### src/rtl/load_store_unit.sv
// Load/store initiator for a word-wide data memory: lane select and extension on loads,
// read-modify-write for sub-word stores, misaligned requests rejected without touching memory.
module load_store_unit #(
    parameter int ADDR_W = 32
) (
    input  logic              clk,
    input  logic              rst_n,
    input  logic              req,
    input  logic [2:0]        op,
    input  logic [ADDR_W-1:0] addr,
    input  logic [31:0]       wdata,
    output logic              ready,
    output logic              done,
    output logic              err,
    output logic [31:0]       rdata,
    output logic [ADDR_W-1:0] mem_adr,
    output logic [31:0]       mem_d_in,
    output logic              mem_mrd,
    output logic              mem_mwr,
    input  logic [31:0]       mem_d_out
);

    localparam logic [2:0] OP_LW  = 3'b000;
    localparam logic [2:0] OP_LH  = 3'b001;
    localparam logic [2:0] OP_LHU = 3'b010;
    localparam logic [2:0] OP_LB  = 3'b011;
    localparam logic [2:0] OP_LBU = 3'b100;
    localparam logic [2:0] OP_SW  = 3'b101;
    localparam logic [2:0] OP_SH  = 3'b110;
    localparam logic [2:0] OP_SB  = 3'b111;

    typedef enum logic [2:0] {
        S_IDLE, S_RD, S_WR, S_RMW_RD, S_RMW_WR, S_RESP
    } state_t;

    state_t      state;
    logic [2:0]  op_q;
    logic [1:0]  addr_q;
    logic [31:0] wdata_q;

    logic        misaligned;
    logic [7:0]  lane_b;
    logic [15:0] lane_h;
    logic [31:0] load_word;
    logic [31:0] merged;

    always_comb begin
        misaligned = 1'b0;
        if (op == OP_LW || op == OP_SW)
            misaligned = |addr[1:0];
        else if (op == OP_LH || op == OP_LHU || op == OP_SH)
            misaligned = addr[0];
    end

    // Little-endian lanes: byte k of the word lives at bits [8k+7:8k].
    always_comb begin
        lane_b = mem_d_out[{addr_q, 3'b000} +: 8];
        lane_h = addr_q[1] ? mem_d_out[31:16] : mem_d_out[15:0];
        case (op_q)
            OP_LH:   load_word = {{16{lane_h[15]}}, lane_h};
            OP_LHU:  load_word = {16'h0000, lane_h};
            OP_LB:   load_word = {{24{lane_b[7]}}, lane_b};
            OP_LBU:  load_word = {24'h000000, lane_b};
            default: load_word = mem_d_out;
        endcase
    end

    always_comb begin
        merged = mem_d_out;
        if (op_q == OP_SB)
            merged[{addr_q, 3'b000} +: 8] = wdata_q[7:0];
        else
            merged[{addr_q[1], 4'b0000} +: 16] = wdata_q[15:0];
    end

    // mem_d_in doubles as the merge register: it is only non-zero while mem_mwr is high.
    always_ff @(posedge clk or negedge rst_n) begin
        if (!rst_n) begin
            state    <= S_IDLE;
            op_q     <= '0;
            addr_q   <= '0;
            wdata_q  <= '0;
            ready    <= 1'b1;
            done     <= 1'b0;
            err      <= 1'b0;
            rdata    <= '0;
            mem_adr  <= '0;
            mem_d_in <= '0;
            mem_mrd  <= 1'b0;
            mem_mwr  <= 1'b0;
        end else begin
            case (state)
                S_IDLE: begin
                    if (req) begin
                        op_q    <= op;
                        addr_q  <= addr[1:0];
                        wdata_q <= wdata;
                        mem_adr <= {addr[ADDR_W-1:2], 2'b00};
                        ready   <= 1'b0;
                        if (misaligned) begin
                            state <= S_RESP;
                            done  <= 1'b1;
                            err   <= 1'b1;
                        end else if (op <= OP_LBU) begin
                            state   <= S_RD;
                            mem_mrd <= 1'b1;
                        end else if (op == OP_SW) begin
                            state    <= S_WR;
                            mem_mwr  <= 1'b1;
                            mem_d_in <= wdata;
                        end else begin
                            state   <= S_RMW_RD;
                            mem_mrd <= 1'b1;
                        end
                    end
                end
                S_RD: begin
                    rdata   <= load_word;
                    mem_mrd <= 1'b0;
                    done    <= 1'b1;
                    state   <= S_RESP;
                end
                S_WR, S_RMW_WR: begin
                    mem_mwr  <= 1'b0;
                    mem_d_in <= '0;
                    done     <= 1'b1;
                    state    <= S_RESP;
                end
                S_RMW_RD: begin
                    mem_mrd  <= 1'b0;
                    mem_mwr  <= 1'b1;
                    mem_d_in <= merged;
                    state    <= S_RMW_WR;
                end
                S_RESP: begin
                    done  <= 1'b0;
                    err   <= 1'b0;
                    rdata <= '0;
                    ready <= 1'b1;
                    state <= S_IDLE;
                end
                default: begin
                    state    <= S_IDLE;
                    ready    <= 1'b1;
                    done     <= 1'b0;
                    err      <= 1'b0;
                    rdata    <= '0;
                    mem_d_in <= '0;
                    mem_mrd  <= 1'b0;
                    mem_mwr  <= 1'b0;
                end
            endcase
        end
    end

endmodule

### config.mk
export PLATFORM = sky130hd
export DESIGN_NAME = load_store_unit
export DESIGN_NICKNAME = d
export VERILOG_FILES = /design/src/rtl/load_store_unit.sv
export SDC_FILE = /design/constraint.sdc
export NUM_CORES = 1
export LEC_CHECK = 0
export CAP_MARGIN = 5
export CELL_PAD_IN_SITES_DETAIL_PLACEMENT = 0
export CELL_PAD_IN_SITES_GLOBAL_PLACEMENT = 1
export CORE_MARGIN = 8
export CORE_UTILIZATION = 38
export DETAILED_ROUTE_END_ITERATION = 8
export GPL_TIMING_DRIVEN = 0
export PLACE_DENSITY = 0.84
export SYNTH_ARGS = -nofsm -noshare
export SYNTH_HDL_FRONTEND = slang
export SYNTH_SLANG_ARGS = --single-unit
export TNS_END_PERCENT = 20
### constraint.sdc
create_clock -name clk -period 5.3 [get_ports clk]
set_clock_uncertainty 0.2 [all_clocks]
set_input_delay 0.795 -clock clk [delete_from_list [all_inputs] [get_ports clk]]
set_output_delay 0.795 -clock clk [all_outputs]
set_load 0.05 [all_outputs]
==> results of run 1 <==
==> cell families after synthesis <==
group	after synthesis	synth area share [%]
buf+inv	56	4.190
mux	72	12.47
fa+ha+maj	5	0.9837
compound gates	213	22.51
simple gates	158	11.10
flops	123	48.42
other cells	1	0.05896
xor+xnor	2	0.2755
==> final cells by class <==
| class | instances | area (um2) | area share, % |
|---|---|---|---|
| Buffer | 46 | 229.0 | 2.461 |
| Clock buffer | 19 | 442.9 | 4.761 |
| Inverter | 10 | 37.54 | 0.4034 |
| Tap cell | 220 | 275.3 | 2.959 |
| Timing Repair Buffer | 201 | 2031 | 21.83 |
| Sequential cell | 123 | 3079 | 33.10 |
| Multi-Input combinational cell | 452 | 3018 | 32.44 |
| Clock inverter | 13 | 191.4 | 2.058 |
==> per-stage QoR <==
stage                     hold WS [ns]  setup TNS (ns)  cell area (um2)
after floorplan                 0.2994               0             6364
after global placement          0.2627         -186.19             8641
after detailed placement        0.2656               0             8670
after CTS                       0.1638               0             9304
after global routing            0.1913               0             9304
final                           0.1438               0             9304
==> cells in the final DEF (no fill, tap or decap), types with 4 or more instances in the layout <==
cell type,synthesis,final
buf_6,4,5
a32o_1,6,6
buf_2,15,15
inv_1,10,10
nor3_1,4,4
mux2_2,43,43
a211o_1,4,4
o21ai_0,35,35
nor2_1,72,72
nor2b_1,9,9
ha_1,5,5
mux2_1,5,5
o41ai_1,4,4
dfrtp_1,122,122
clkbuf_16,0,17
bufinv_16,0,4
o21bai_1,6,6
nand2_1,46,46
a222oi_1,16,16
clkdlybuf4s50_1,0,199
mux2i_1,23,23
a21oi_1,76,76
a221oi_1,16,16
a211oi_1,27,27
clkbuf_1,24,25
nand3_1,6,6
==> state kept, by name (all words and copies together) (netlist names) <==
signal,count
wdata_q,16
mem_d_in,32
err,1
mem_mwr,1
state,3
mem_adr,30
mem_mrd,1
ready,1
rdata,32
op_q,3
done,1
addr_q,2
==> where the power goes <==
part | internal [mW] | total (mW) | switching, mW
Combinational | 1.34 | 3.85 | 2.50
Sequential | 1.39 | 1.70 | 0.315
Clock | 0.803 | 1.25 | 0.448
==> worst paths after layout <==
kind	startpoint	end	slack (ns)	cells after the start
min in group clk	rdata[14]$_DFFE_PN0N_	rdata[14]$_DFFE_PN0N_	0.27	1
min reg2reg	rdata[14]$_DFFE_PN0N_	rdata[14]$_DFFE_PN0N_	0.27	1
max reg2reg	addr_q[1]$_DFFE_PN0P_	mem_d_in[25]$_DFFE_PN0P_	1.98	10
max in group asynchronous	rst_n	mem_adr[30]$_DFFE_PN0P_	4.04	2
max	addr_q[1]$_DFFE_PN0P_	mem_d_in[25]$_DFFE_PN0P_	1.98	10
min	rst_n	rdata[7]$_DFFE_PN0N_	0.14	1
==> worst max-delay path: cells and delay by family, from the launching register on <==
| family | cells | cell delay, ns |
|---|---|---|
| adders and majority gates | 1 | 0.38 |
| and+or+nand+nor | 1 | 0.32 |
| AOI/OAI and AO/OA | 4 | 0.80 |
| buffers and inverters | 4 | 1.14 |
| DFF | 1 | 0.41 |
==> metal layers <==
| layer | part of all wire, % | routed length [um] | track usage [%] |
|---|---|---|---|
| met1 | 42 | 10140 | 28.91 |
| met2 | 45 | 10920 | 35.07 |
| met3 | 11 | 2533 | 7.711 |
| met4 | 1.9 | 467 | 7.652 |
| met5 | 0 | 0 | 0 |
==> flow_metrics.py, run 1 <==
metrics = {
    "yosys": {
        "syn_area_um2": 6360,
        "synthTopCellsByArea": "dfrtp_1, mux2_2, a21oi_1",
        "synth.largest_area_cell": "dfrtp_1",
        "yosys-top-cells-count": "dfrtp_1, a21oi_1, nor2_1",
        "yosysMostFrequentCell": "dfrtp_1",
        "yosysWarnings": 0,
        "synth_top_area_share_pct": 48.00,
        "ys_types": 59,
        "ys_seq_elements": 123,
        "avgSynthCellArea_um2": 10.10,
        "ys_seq_area_share_pct": 48.42,
        "syn_inst": 630,
        "synth_edf_count": 0,
        "synthArstFlopShare_pct": 100.0,
        "ys.flop_type": "dfrtp_1",
    },
    "power_and_ir_drop": {
        "p_total_mw": 6.797,
        "vdd_drop_max_v": 0.0004576,
        "p_per_area_nw_per_um2": 730.6,
        "leakage_nw": 3.748,
    },
    "placement": {
        "dp.cells": 1052,
        "port_buffers": 200,
        "dp.final_hpwl_um": 18550,
        "gp_congestion": 0.8805,
        "dp_slack_ns": 1.995,
    },
    "cells_and_area": {
        "insertedDiodeCount": 0,
        "final_core_util_pct": 56.50,
        "synthToLayoutAreaGrowth_pct": 46.29,
        "fill_cells": 1416,
        "nets": 958,
        "drive_gt1_share_pct": 12.96,
        "final_cell_count_no_fill": 1084,
    },
    "floorplanning": {
        "die_h_um": 145.4,
        "core_um2": 16470,
        "rows": 47,
        "io_pins": 203,
        "initial_core_util_pct": 38.62,
        "die_area_um2": 21130,
        "die_w_um": 145.4,
    },
    "clock_tree": {
        "cts_hold_buf": 0,
        "clk_pin_slew_ns": 0.06,
        "root_buffer": "clkbuf_16",
        "post_cts_buffers": 0,
        "clk_latency_ns": 0.42,
        "clock_path_buffers": 2,
        "cts_tree": "built",
        "numCtsBuffers": 17,
        "cts_sinks": 123,
        "cts_resized": 0,
        "htree_levels": 4,
    },
    "detailed_routing": {
        "viasPerCell": 5.757,
        "wire_per_inst_um": 22.20,
        "route.antenna.remaining_nets": 0,
        "vias": 6241,
        "first_pass_iters": 8,
        "finalWirelength_um": 24060,
        "drc": 0,
        "first_iter_violations": 652,
    },
    "sta": {
        "finalHoldViolCount": 0,
        "rsz0062_at_grt": "no",
        "worstMarginPinSlew_ns": 0.7261,
        "post-route-period-util_pct": 62.72,
        "max_freq_ghz": 0.3009,
        "min_period_ns": 3.324,
        "maxSlewHeadroom_pct": 50.21,
        "final-setup-viol-count": 0,
        "maxSlewViolCount": 0,
        "postLayoutSetupSlackWorst_ns": 1.976,
    },
    "global_route": {
        "grt_pass1_vias": 6437,
        "antenna_found_initial": 0,
        "grt.overflow.total": 0,
        "grt_max_degree": 65,
        "grt_usage_pct": 22.59,
        "grt_pass1_wl_um": 37750,
    },
    "setup_path": {
        "critPathRequiredTime_ns": 5.44,
        "crit_chain": "buf_2 > buf_2 > inv_1 > ha_1 > nor4bb_1 > clkbuf_1 > a221oi_1 > a211oi_1 > a21oi_1 > a21oi_1",
        "critPathMaxStageDelay_ns": 0.41,
        "worstPathMaxFanout": 10,
        "critPathKind": "flop to flop",
        "critPathArrivalTime_ns": 3.46,
        "critPathCaptureType": "flop",
        "crit_path_start_kind": "flop",
        "cp_slowest_cell": "dfrtp_1",
    },
    "min_path": {
        "timing.hold.worst.class": "primary input to async pin",
    },
    "outcome": {
        "status": "completed",
    },
    "job": {
        "maxCapViolCount": 0,
    },
}
No activity file was read; power rests on OpenSTA's default activity.
==> run 2, diff against run 1 <==
--- a/config.mk
+++ b/config.mk
@@ -9,10 +9,10 @@
 export CELL_PAD_IN_SITES_DETAIL_PLACEMENT = 0
 export CELL_PAD_IN_SITES_GLOBAL_PLACEMENT = 1
 export CORE_MARGIN = 8
-export CORE_UTILIZATION = 38
+export CORE_UTILIZATION = 32
 export DETAILED_ROUTE_END_ITERATION = 8
 export GPL_TIMING_DRIVEN = 0
-export PLACE_DENSITY = 0.84
+export PLACE_DENSITY = 0.75
 export SYNTH_ARGS = -nofsm -noshare
 export SYNTH_HDL_FRONTEND = slang
 export SYNTH_SLANG_ARGS = --single-unit
==> constraint.sdc (replaced) <==
create_clock -name clk -period 3.05 [get_ports clk]
set_clock_uncertainty 0.2 [all_clocks]
set_input_delay 0.4575 -clock clk [delete_from_list [all_inputs] [get_ports clk]]
set_output_delay 0.4575 -clock clk [all_outputs]
set_load 0.05 [all_outputs]
==> run 2 against run 1 <==
Compared with the run above:
- clock power rose by 66%
- wire length fell by 0.34%
- sequential cell count did not move
- combinational power rose by 74%
- global-route usage fell by 2.8 points
- first-iteration DRC count fell by 16%
- count of clock-buffer cells in the layout rose by 1
- setup slack got worse by 1.8 ns
- via count fell by 4.6%
- cell area rose by 0.58%
- critical path depth did not move
- die area rose by 17%
- largest power group unchanged
==> flow_metrics.py, run 2 (same netlist as run 1, synthesis figures left out) <==
metrics = {
    "setup_path": {
        "startpoint": "addr_q[1]$_DFFE_PN0P_",
        "critPathRequiredTime_ns": 3.20,
        "critPathCapture": "mem_d_in[31]$_DFFE_PN0P_",
        "regToRegSetupSlack_ns": 0.20,
        "crit_path_start_kind": "flop",
        "worstPathMaxFanout": 10,
        "timing.rr.end": "mem_d_in[31]$_DFFE_PN0P_",
        "critPathKind": "flop to flop",
        "critPathArrivalTime_ns": 3.00,
        "r2r_start": "addr_q[1]$_DFFE_PN0P_",
        "critPathCaptureType": "flop",
        "rr_worst_depth": 10,
    },
    "floorplanning": {
        "initial_core_util_pct": 32.68,
        "die_w_um": 157.0,
        "die_area_um2": 24640,
        "core_um2": 19460,
        "rows": 51,
        "io_pins": 203,
        "die_h_um": 157.0,
    },
    "detailed_routing": {
        "viasPerCell": 5.277,
        "drc": 0,
        "wire_per_inst_um": 21.26,
        "first_pass_iters": 6,
        "route.antenna.remaining_nets": 0,
        "vias": 5953,
        "finalWirelength_um": 23980,
        "first_iter_violations": 545,
    },
    "placement": {
        "dp.final_hpwl_um": 18190,
        "dp_slack_ns": -0.1162,
        "place_area_um2": 8726,
        "gp_congestion": 0.8656,
        "port_buffers": 200,
    },
    "sta": {
        "postLayoutSetupSlackWorst_ns": 0.1953,
        "min_period_ns": 2.855,
        "rsz0062_at_grt": "no",
        "max_freq_ghz": 0.3503,
        "maxSlewHeadroom_pct": 46.76,
        "maxSlewViolCount": 0,
        "final-setup-viol-count": 0,
        "finalHoldViolCount": 0,
        "post-route-period-util_pct": 93.60,
        "worstMarginPinSlew_ns": 0.7925,
    },
    "cells_and_area": {
        "final_core_util_pct": 48.08,
        "nets": 958,
        "multi_input_area_um2": 3043,
        "regArea_um2": 3079,
        "layout_common_cells": "clkdlybuf4s50_1, dfrtp_1, a21oi_1",
        "drive_gt1_share_pct": 13.44,
        "insertedDiodeCount": 0,
        "fill_cells": 1861,
        "synthToLayoutAreaGrowth_pct": 47.14,
        "final_common_cell": "clkdlybuf4s50_1",
        "design_area_um2": 9358,
        "top_regs": "mem_d_in x32, rdata x32, mem_adr x30",
    },
    "power_and_ir_drop": {
        "clkPwrFrac_pct": 17.8,
        "p_per_area_nw_per_um2": 1248,
        "power_frac_seq_pct": 25.0,
        "cellInternalPower_mw": 6.048,
        "leakage_nw": 3.741,
        "p_switching_mw": 5.630,
        "vdd_drop_max_v": 0.0006783,
        "p_comb_share_pct": 57.3,
        "power_switching_share_pct": 48.21,
    },
    "clock_tree": {
        "cts_sinks": 123,
        "htree_levels": 4,
        "clock_path_buffers": 2,
        "clk_latency_ns": 0.43,
        "root_buffer": "clkbuf_16",
        "clk_pin_slew_ns": 0.06,
        "numCtsBuffers": 17,
        "cts_tree": "built",
    },
    "global_route": {
        "grt_max_degree": 79,
        "antenna_found_initial": 0,
        "grt.overflow.total": 0,
        "grt_pass1_wl_um": 36680,
        "grt_pass1_vias": 6038,
        "grt_usage_pct": 19.79,
    },
    "job": {
        "maxCapViolCount": 0,
    },
    "outcome": {
        "status": "completed",
    },
    "min_path": {
        "timing.hold.worst.class": "flop to flop",
        "min-delay-start": "rdata[15]$_DFFE_PN0N_",
    },
}
## run 2: cell count changes in the layout (fill, tap and decap cells not counted), sizes merged
cell / previous run / this run
bufinv: 4 / 3
dlygate4sd3: 0 / 1
inv: 12 / 11
## run 2: cell type report
cell class | instances | area share [%]
buffer | 45 | 2.500
timing repair buffer | 202 | 21.81
clock inverter | 11 | 1.551
inverter | 10 | 0.4011
tap | 265 | 3.543
multi-input combinational | 452 | 32.52
sequential | 123 | 32.91
clock buffer | 20 | 4.773
## run 2: power groups by stage
stage | combinational (mW) | sequential [mW] | clock (mW)
floorplan | 2.45 | 4.87 | 0
global placement | 6.66 | 2.92 | 0
detailed placement | 6.68 | 2.94 | 0
CTS | 6.71 | 2.92 | 2.12
global route | 7.13 | 3.03 | 2.19
finish | 6.69 | 2.92 | 2.07
## run 2: what timing repair did
action,CTS,global route
gates cloned,0,0
hold endpoints to repair,45,0
gates resized for setup,2,8
setup endpoints to repair,11,8
hold buffers,1,0
setup buffers,0,0
## run 2: worst max-delay path: stages, from the launching register on
cell and delay [ns]:
dfrtp_1 0.41, clkbuf_4 0.21, buf_4 0.20, inv_1 0.24, ha_1 0.34, nor4bb_1 0.29, buf_4 0.21, a221oi_1 0.08
a211oi_1 0.36, a21oi_1 0.07, a21oi_1 0.16
## run 2: metrics by stage
stage | TNS (ns) | std cells | power, mW | hold WS [ns]
2_1_floorplan | 0 | 631 | 7.327 | -0.03809
3_3_place_gp | -476.75 | 1096 | 9.571 | 0.2638
3_5_place_dp | -0.6986 | 1097 | 9.624 | 0.2253
4_1_cts | 0 | 1128 | 11.75 | 0.2815
5_1_grt | 0 | 1128 | 12.35 | 0.2937
6_report | 0 | 1128 | 11.68 | 0.2750
## run 2: how the worst min path moves through the flow
stage                            end  depth (start not counted)
6_report       rdata[15]$_DFFE_PN0N_                          1
5_1_grt        rdata[15]$_DFFE_PN0N_                          1
4_1_cts        rdata[15]$_DFFE_PN0N_                          1
3_5_place_dp   rdata[13]$_DFFE_PN0N_                          1
3_3_place_gp    rdata[4]$_DFFE_PN0N_                          2
2_1_floorplan  addr_q[0]$_DFFE_PN0P_                          0
## run 2: per-layer routing
metal | vias up | share of wire (%) | track usage, %
met5 | - | 0 | 0
met4 | 0 | 1.1 | 5.217
met3 | 16 | 9.6 | 7.486
met2 | 241 | 46 | 30.05
met1 | 2908 | 44 | 25.95
li1 | 2788 | - | -
